[src/rtl/bshift_seq_pkg.sv]
// Shared definitions for the barrel-rotator command sequencer.
//   WORD_W     : width of the rotated word
//   AMT_W      : width of the per-beat rotate amount (rotation is modulo 2**AMT_W)
//   DIR_RIGHT  : lr encoding for rotate right
//   DIR_LEFT   : lr encoding for rotate left
//   state_t    : sequencer states (ST_IDLE accepts commands, ST_EMIT streams beats)
package bshift_seq_pkg;

    localparam int WORD_W = 32;
    localparam int AMT_W  = 5;

    localparam logic DIR_RIGHT = 1'b0;
    localparam logic DIR_LEFT  = 1'b1;

    typedef enum logic {
        ST_IDLE = 1'b0,
        ST_EMIT = 1'b1
    } state_t;

endpackage

[src/rtl/bshifter32_r.sv]
// Combinational 32-bit barrel rotator.
//   a   in  WORD_W : word to rotate
//   amt in  AMT_W  : rotate distance (0..31)
//   lr  in  1      : DIR_RIGHT rotates right, DIR_LEFT rotates left
//   y   out WORD_W : rotated word (no bits lost)
module bshifter32_r
    import bshift_seq_pkg::*;
(
    input  logic [WORD_W-1:0] a,
    input  logic [AMT_W-1:0]  amt,
    input  logic              lr,
    output logic [WORD_W-1:0] y
);

    // Logarithmic rotator: stage gi rotates by 2**gi when amt[gi] is set.
    logic [AMT_W:0][WORD_W-1:0] w_stage;

    assign w_stage[0] = a;

    genvar gi;
    generate
        for (gi = 0; gi < AMT_W; gi++) begin : g_stage
            localparam int SH = 1 << gi;
            logic [WORD_W-1:0] w_rotr;
            logic [WORD_W-1:0] w_rotl;

            assign w_rotr = {w_stage[gi][SH-1:0], w_stage[gi][WORD_W-1:SH]};
            assign w_rotl = {w_stage[gi][WORD_W-1-SH:0], w_stage[gi][WORD_W-1:WORD_W-SH]};
            assign w_stage[gi+1] = amt[gi] ? ((lr == DIR_RIGHT) ? w_rotr : w_rotl)
                                           : w_stage[gi];
        end
    endgenerate

    assign y = w_stage[AMT_W];

endmodule

[src/rtl/bshift_seq.sv]
// Command sequencer for the 32-bit barrel rotator.
// Accepts {word, amount, direction, repeat count} over a valid/ready handshake
// and streams each successively rotated word over a second valid/ready port.
//   clk        in   1      rising-edge clock
//   reset_n    in   1      asynchronous active-low reset
//   cmd_valid  in   1      command present
//   cmd_ready  out  1      high only while idle
//   cmd_data   in   32     initial word
//   cmd_amt    in   5      rotate amount per beat
//   cmd_lr     in   1      0 = right, 1 = left
//   cmd_cnt    in   CNT_W  beats to emit (0 = single unrotated pass-through beat)
//   abort      in   1      cancel running command (ignored while idle)
//   out_valid  out  1      beat present
//   out_ready  in   1      consumer takes beat
//   out_data   out  32     rotated word
//   out_last   out  1      final beat of the command
//   done       out  1      one-cycle pulse after the command finishes or aborts
module bshift_seq
    import bshift_seq_pkg::*;
#(
    parameter int CNT_W = 8
) (
    input  logic              clk,
    input  logic              reset_n,
    input  logic              cmd_valid,
    output logic              cmd_ready,
    input  logic [WORD_W-1:0] cmd_data,
    input  logic [AMT_W-1:0]  cmd_amt,
    input  logic              cmd_lr,
    input  logic [CNT_W-1:0]  cmd_cnt,
    input  logic              abort,
    output logic              out_valid,
    input  logic              out_ready,
    output logic [WORD_W-1:0] out_data,
    output logic              out_last,
    output logic              done
);

    state_t             r_state,  w_state_next;
    logic [WORD_W-1:0]  r_word,   w_word_next;
    logic [AMT_W-1:0]   r_amt,    w_amt_next;
    logic               r_lr,     w_lr_next;
    logic [CNT_W-1:0]   r_rem,    w_rem_next;
    logic               r_done,   w_done_next;

    logic [WORD_W-1:0]  w_rot_a;
    logic [AMT_W-1:0]   w_rot_amt;
    logic               w_rot_lr;
    logic [WORD_W-1:0]  w_rot_y;
    logic               w_is_last;

    // One shared rotator: fed from the command port while idle (first beat is
    // computed at accept time) and from the held word while emitting.
    assign w_rot_a   = (r_state == ST_IDLE) ? cmd_data : r_word;
    assign w_rot_amt = (r_state == ST_IDLE) ? cmd_amt  : r_amt;
    assign w_rot_lr  = (r_state == ST_IDLE) ? cmd_lr   : r_lr;

    bshifter32_r u_rot (
        .a   (w_rot_a),
        .amt (w_rot_amt),
        .lr  (w_rot_lr),
        .y   (w_rot_y)
    );

    assign w_is_last = (r_rem == CNT_W'(1));

    always_comb begin
        w_state_next = r_state;
        w_word_next  = r_word;
        w_amt_next   = r_amt;
        w_lr_next    = r_lr;
        w_rem_next   = r_rem;
        w_done_next  = 1'b0;

        case (r_state)
            ST_IDLE: begin
                if (cmd_valid) begin
                    w_amt_next   = cmd_amt;
                    w_lr_next    = cmd_lr;
                    w_state_next = ST_EMIT;
                    if (cmd_cnt != '0) begin
                        w_word_next = w_rot_y;
                        w_rem_next  = cmd_cnt;
                    end else begin
                        // Pass-through: one unrotated beat.
                        w_word_next = cmd_data;
                        w_rem_next  = CNT_W'(1);
                    end
                end
            end
            ST_EMIT: begin
                // An abort that coincides with a handshake still delivers that
                // beat; either way the command ends here.
                if (abort || (out_ready && w_is_last)) begin
                    w_state_next = ST_IDLE;
                    w_rem_next   = '0;   // keeps out_last low while idle
                    w_done_next  = 1'b1;
                end else if (out_ready) begin
                    w_word_next = w_rot_y;
                    w_rem_next  = r_rem - CNT_W'(1);
                end
            end
            default: begin
                w_state_next = ST_IDLE;
            end
        endcase
    end

    always_ff @(posedge clk or negedge reset_n) begin
        if (!reset_n) begin
            r_state <= ST_IDLE;
            r_word  <= '0;
            r_amt   <= '0;
            r_lr    <= 1'b0;
            r_rem   <= '0;
            r_done  <= 1'b0;
        end else begin
            r_state <= w_state_next;
            r_word  <= w_word_next;
            r_amt   <= w_amt_next;
            r_lr    <= w_lr_next;
            r_rem   <= w_rem_next;
            r_done  <= w_done_next;
        end
    end

    assign cmd_ready = (r_state == ST_IDLE);
    assign out_valid = (r_state == ST_EMIT);
    assign out_data  = r_word;
    assign out_last  = w_is_last;
    assign done      = r_done;

endmodule
[config.mk]
export PLATFORM = sky130hd
export DESIGN_NAME = bshift_seq
export DESIGN_NICKNAME = d
export VERILOG_FILES = /design/src/rtl/bshift_seq_pkg.sv /design/src/rtl/bshifter32_r.sv /design/src/rtl/bshift_seq.sv
export SDC_FILE = /design/constraint.sdc
export NUM_CORES = 1
export LEC_CHECK = 0
export ABC_CLOCK_PERIOD_IN_PS = 2400
export CAP_MARGIN = 25
export CORE_ASPECT_RATIO = 2
export CORE_UTILIZATION = 51
export DETAILED_ROUTE_END_ITERATION = 8
export GPL_TIMING_DRIVEN = 0
export HOLD_SLACK_MARGIN = 0.02
export PLACE_DENSITY_LB_ADDON = 0.12
export SLEW_MARGIN = 20
export SYNTH_ARGS = -nofsm -noshare
export SYNTH_HDL_FRONTEND = slang
export SYNTH_SLANG_ARGS = --single-unit
[constraint.sdc]
create_clock -name clk -period 2.4 [get_ports clk]
set_input_delay 0.48 -clock clk [delete_from_list [all_inputs] [get_ports clk]]
set_output_delay 0.48 -clock clk [all_outputs]
set_load 0.02 [all_outputs]
==> results of run 1 <==
==> stage by stage <==
stage	cells	cell area, µm²	worst slack [ns]	hold slack [ns]
after floorplan	982	7030	-0.146	0.184
after global placement	1218	8060	-1.74	0.480
after detailed placement	1219	8080	-1.74	0.478
after CTS	1308	10300	-0.421	0.152
==> timing repair <==
action | 4_1_cts
buffers inserted | 76
hold buffers | 0
gates cloned | 7
endpoints found under the setup margin | 41
resized for setup | 314
pin swaps | 75
==> cell families after synthesis <==
family | after synthesis
AOI/OAI and AO/OA | 426
adders and majority gates | 2
buffers and inverters | 95
DFF | 48
muxes | 52
and+or+nand+nor | 359
==> synthesized netlist by cell type, drive strengths merged, types with 3 or more instances <==
cell type / count / area, µm²
a221oi: 11 / 120
mux2: 20 / 240
o21bai: 3 / 22.5
or2: 5 / 31.3
nor3: 37 / 205
a31oi: 23 / 144
o211ai: 16 / 120
a22oi: 4 / 30.0
o21ai: 94 / 474
nand3: 36 / 180
o22a: 29 / 254
or3: 7 / 43.8
o21a: 5 / 37.5
a221o: 4 / 40.0
and2: 3 / 18.8
nand2b: 8 / 50.1
clkbuf: 24 / 90.1
dfrtp: 48 / 1200
a21o: 4 / 30.0
a32oi: 8 / 77.6
a211oi: 26 / 220
nor2b: 4 / 25.0
buf: 63 / 414
nand2: 113 / 429
o31ai: 12 / 100
mux2i: 30 / 308
nor2: 127 / 482
o221a: 7 / 78.8
o32ai: 11 / 96.3
a21oi: 80 / 400
o2111ai: 3 / 26.3
nand3b: 5 / 37.5
a2bb2oi: 3 / 26.3
inv: 8 / 30.0
nor4: 3 / 18.8
o221ai: 19 / 166
a211o: 7 / 63.8
nor3b: 3 / 22.5
o22ai: 40 / 282
==> layer usage <==
layer | track usage (%) | overflow
met1 | 72.6 | 1
met2 | 94.8 | 113
met3 | 43.8 | 1
met4 | 74.7 | 92
met5 | 3.64 | 0
==> run summary, run 1 <==
Vias in the first global route: 11700
Sequential area share after synthesis: 17.3%
Root buffer cell: clkbuf_16
Yosys warns: 0
Asr flop ratio synth: 100%
Number of flops mapped to enable cells by yosys: 0
Post-Synth Simple-Gate Area: 23.2%
Main combinational cell family by area after synthesis: compound AO/OA/AOI/OAI gates
I/O pin cnt: 87
DPL Wire Length: 30600 µm
Die Ht: 167 µm
Clock Tree Buf Depth: 2
Global router's overall resource usage: 71.4%
Largest net degree at the start of global routing: 29
Syn Inst Count: 982
Synth Net Count: 1035
Log Error: [ERROR GRT-0116] Global routing finished with congestion. Check the congestion regions in the DRC Viewer.
H-tree levels: 2
Main synth FF type: dfrtp_1
Cell Area, Synth: 6930 µm²
Row count: 59
Synth Area in Compound Gates: 42.8%
Number of clock sinks: 48
Starting Density: 52.7%
Mean post-synth cell area: 7.06 µm²
DIE WIDTH: 84.4 µm
Synthesized-area fraction occupied by adder cells: 0.361%
First-pass GRT wire length: 76300 µm
Input/output buffers: 84
CTS Buf Count: 5
Status: stopped before the end
Synth Area in XOR/XNOR: 0%
Post-synthesis mux area share: 8.56%
Unique masters post-synth: 82
Failed at: 5_1_grt
Synth Register Bits: 48
GRT overflow: 207
Routability cong.: 1.33
==> run 2, diff against run 1 <==
--- a/config.mk
+++ b/config.mk
@@ -5,14 +5,12 @@
 export SDC_FILE = /design/constraint.sdc
 export NUM_CORES = 1
 export LEC_CHECK = 0
-export ABC_CLOCK_PERIOD_IN_PS = 2400
+export ABC_CLOCK_PERIOD_IN_PS = 3100
 export CAP_MARGIN = 25
-export CORE_ASPECT_RATIO = 2
-export CORE_UTILIZATION = 51
+export CORE_UTILIZATION = 36
 export DETAILED_ROUTE_END_ITERATION = 8
 export GPL_TIMING_DRIVEN = 0
-export HOLD_SLACK_MARGIN = 0.02
-export PLACE_DENSITY_LB_ADDON = 0.12
+export PLACE_DENSITY_LB_ADDON = 0.15
 export SLEW_MARGIN = 20
 export SYNTH_ARGS = -nofsm -noshare
 export SYNTH_HDL_FRONTEND = slang
==> constraint.sdc (replaced) <==
create_clock -name clk -period 3.1 [get_ports clk]
set_input_delay 0.62 -clock clk [delete_from_list [all_inputs] [get_ports clk]]
set_output_delay 0.62 -clock clk [all_outputs]
set_load 0.02 [all_outputs]
==> run 2 against run 1 <==
- the flow now finishes, with violations (setup timing)
- synthesized cell count stayed put
- area after synthesis is the same
==> run summary, run 2 <==
Status: finished with violations
Failing checks: setup timing
Crit path from: out_valid
Leading area contributor after synthesis: dfrtp_1
# DRC: 0
GRT overflow: 0
R2R depth: 11
Clock-pin transition on the worst setup and hold timing paths: 0.08 ns
Max reg flops: 32
Combinational power share: 73.6%
Post-synth top area share: 17.3% (unchanged)
CP Launch Type: flop
Post-synth top cells: nor2_1 (125), nand2_1 (111), o21ai_0 (86)
Cell Area, Synth: 6930 µm² (unchanged)
CTS Buf Count: 5 (unchanged)
Syn Inst Count: 982 (unchanged)
Placed cell areas: 8070 µm² (-0.14%)
Min cycle time layout: 3.12 ns
Largest net degree at the start of global routing: 49
Final antenna-violating net count: 0
CTS tree: built
CP Capture Type: flop
Peak supply drop: 0.485 mV
Most common cell in the netlist: nor2_1
Commonest non-fill, non-tap cell in the layout: nor2_1
FF-to-FF End: out_data[17]
Min-delay worst type: in -> async
Worst setup path class: reg -> reg
I/O pin cnt: 87 (unchanged)
Placement Setup Slack: -1.16 ns (+0.584 ns)
Register area: 1200 µm²
Antenna violations before repair: 0
Final non-filler cell total: 1344
Number of clock sinks: 48 (unchanged)
Iter 0 DRT Violations: 1657
CP Capture Point: out_data[17]
Sequential area share after synthesis: 17.3% (unchanged)
Routed WL: 44400 µm
Final instance area: 9120 µm²
ANT cells: 0
DPL Wire Length: 33400 µm (+9.3%)
Fraction of layout cells with a size suffix above 1: 22.0%
Die Ht: 141 µm (-16%)
Vias: 9816
Yosys warns: 0 (unchanged)
Setup ws final: -0.0181 ns
DR WL/cell: 33.0 µm
Synth Net Count: 1035 (unchanged)
Drt pass-1 iters: 7
Leak: 3.38 nW
Starting Density: 36.9% (-16 points)
Row count: 50 (-15%)
Power Density: 943 nW/µm²
Clock Latency Late Sink: 0.31 ns
CP Max Fanout: 10
R2R Path Start: out_valid
Commonest non-fill, non-tap cells in the layout: nor2_1 (117), nand2_1 (107), clkdlybuf4s50_1 (82), o21ai_0 (81), a21oi_1 (74)
Clock Tree Buf Depth: 2 (unchanged)
Final core area utilization: 48.6%
Unrepaired setup endpoints after global routing: true
Final clock period utilization by the worst path: 101%
Max-slew violation count: 0
Root buffer cell: clkbuf_16
Sw frac: 56.8%
Int Power: 3.72 mW
Reg-to-reg setup timing slack: -0.02 ns
Area growth syn-to-layout: 31.7%
Global router's overall resource usage: 43.7%
Post-DR vias/cell: 7.30
Final TNS setup: -0.0328 ns
Final hold vios: 0
Routability cong.: 1.05 (-21%)
Switching pwr: 4.88 mW
H-tree levels: 2 (unchanged)
DIE WIDTH: 141 µm (+67%)
Reg power frac: 17.8%
F_max: 321 MHz
Clock skew: 0.0125 ns
Die footprint: 19800 µm²
Placed cells: 1301 (+6.7%)
Core Area: 18800 µm²
Synth Register Bits: 48 (unchanged)
Mean post-synth cell area: 7.06 µm² (unchanged)
Worst path required time: 3.35 ns
Max-Cap Viols: 0
Hold-fix buffers at CTS: 0 (unchanged)
Filler cells: 1951
Setup violations, final: 3
Asr flop ratio synth: 100% (unchanged)
Multi-input gate area: 5660 µm²
Crit path arrival time: 3.37 ns
Input/output buffers: 84 (unchanged)
Synth area leaders: dfrtp_1 (17%), nor2_1 (6.8%), o21ai_0 (6.2%)
Clk pwr share: 8.7%
Fin nets: 1162
Number of flops mapped to enable cells by yosys: 0 (unchanged)
Vias in the first global route: 8996
First-pass GRT wire length: 62300 µm
Main synth FF type: dfrtp_1
Rel. slew slack: 53.0%
Actual slew at the worst max-slew pin: 0.705 ns
Unique masters post-synth: 82 (unchanged)
## run 2: cells by family after synthesis
family	after synthesis	share of synthesized area, %
AND/OR/NAND/NOR	359	23.2
flip-flops	48	17.3
buffers and inverters	95	7.71
multiplexers	52	8.56
AO/OA/AOI/OAI	426	42.8
adder cells (fa/ha/maj)	2	0.361
## run 2: power groups by stage
stage / Sequential, mW / Clock, mW / Combinational [mW]
detailed placement: 1.45 / 0 / 5.33
finish: 1.53 / 0.746 / 6.33
CTS: 1.44 / 0.758 / 5.76
global route: 1.52 / 0.779 / 6.51
global placement: 1.45 / 0 / 5.38
floorplan: 1.40 / 0 / 3.05
## run 2: routing by layer
layer / GRT usage (%) / wire length (µm)
met1: 58.3 / 17000
met2: 63.8 / 18500
met3: 10.7 / 5980
met4: 25.6 / 2870
met5: 0 / 0
## run 2: repair_timing
item | CTS | global route
setup buffers | 22 | 15
resized for setup | 82 | 72
pin swaps | 13 | 10
endpoints found under the setup margin | 32 | 33
## run 2: area by class of cell
| type | count | area share, % |
|---|---|---|
| sequential | 48 | 13.2 |
| inverter | 8 | 0.329 |
| buffer | 85 | 6.49 |
| clock inverter | 3 | 0.754 |
| multi-input combinational | 839 | 62.0 |
| tap | 234 | 3.21 |
| timing repair buffer | 122 | 12.6 |
| clock buffer | 5 | 1.37 |
## run 2: worst min path at each step
stage,from,cells after the start,endpoint,slack (ns)
finish,reset_n,1,r_rem[5],0.34
global route,reset_n,1,r_rem[2],0.38
CTS,reset_n,1,r_rem[5],0.37
detailed placement,r_amt[3],2,r_amt[3],0.49
global placement,r_amt[3],2,r_amt[3],0.48
floorplan,reset_n,0,done,0.32
## run 2: per-stage QoR
stage	total power [mW]	hold slack, ns
detailed placement	6.78	0.487
finish	8.60	0.336
floorplan	4.45	0.324
global placement	6.84	0.482
CTS	7.96	0.368
global route	8.81	0.382
## run 2: critical path, cell delays in order, from the launching register on
cell and delay, ns:
dfrtp_2 0.46, buf_8 0.18, mux2_2 0.28, buf_4 0.21, buf_4 0.23, a31oi_2 0.21
a221oi_4 0.49, nand2_1 0.11, o211ai_1 0.11, o21ai_1 0.17, a221oi_1 0.36, o221a_1 0.22
(Power assumes the default switching activity.)
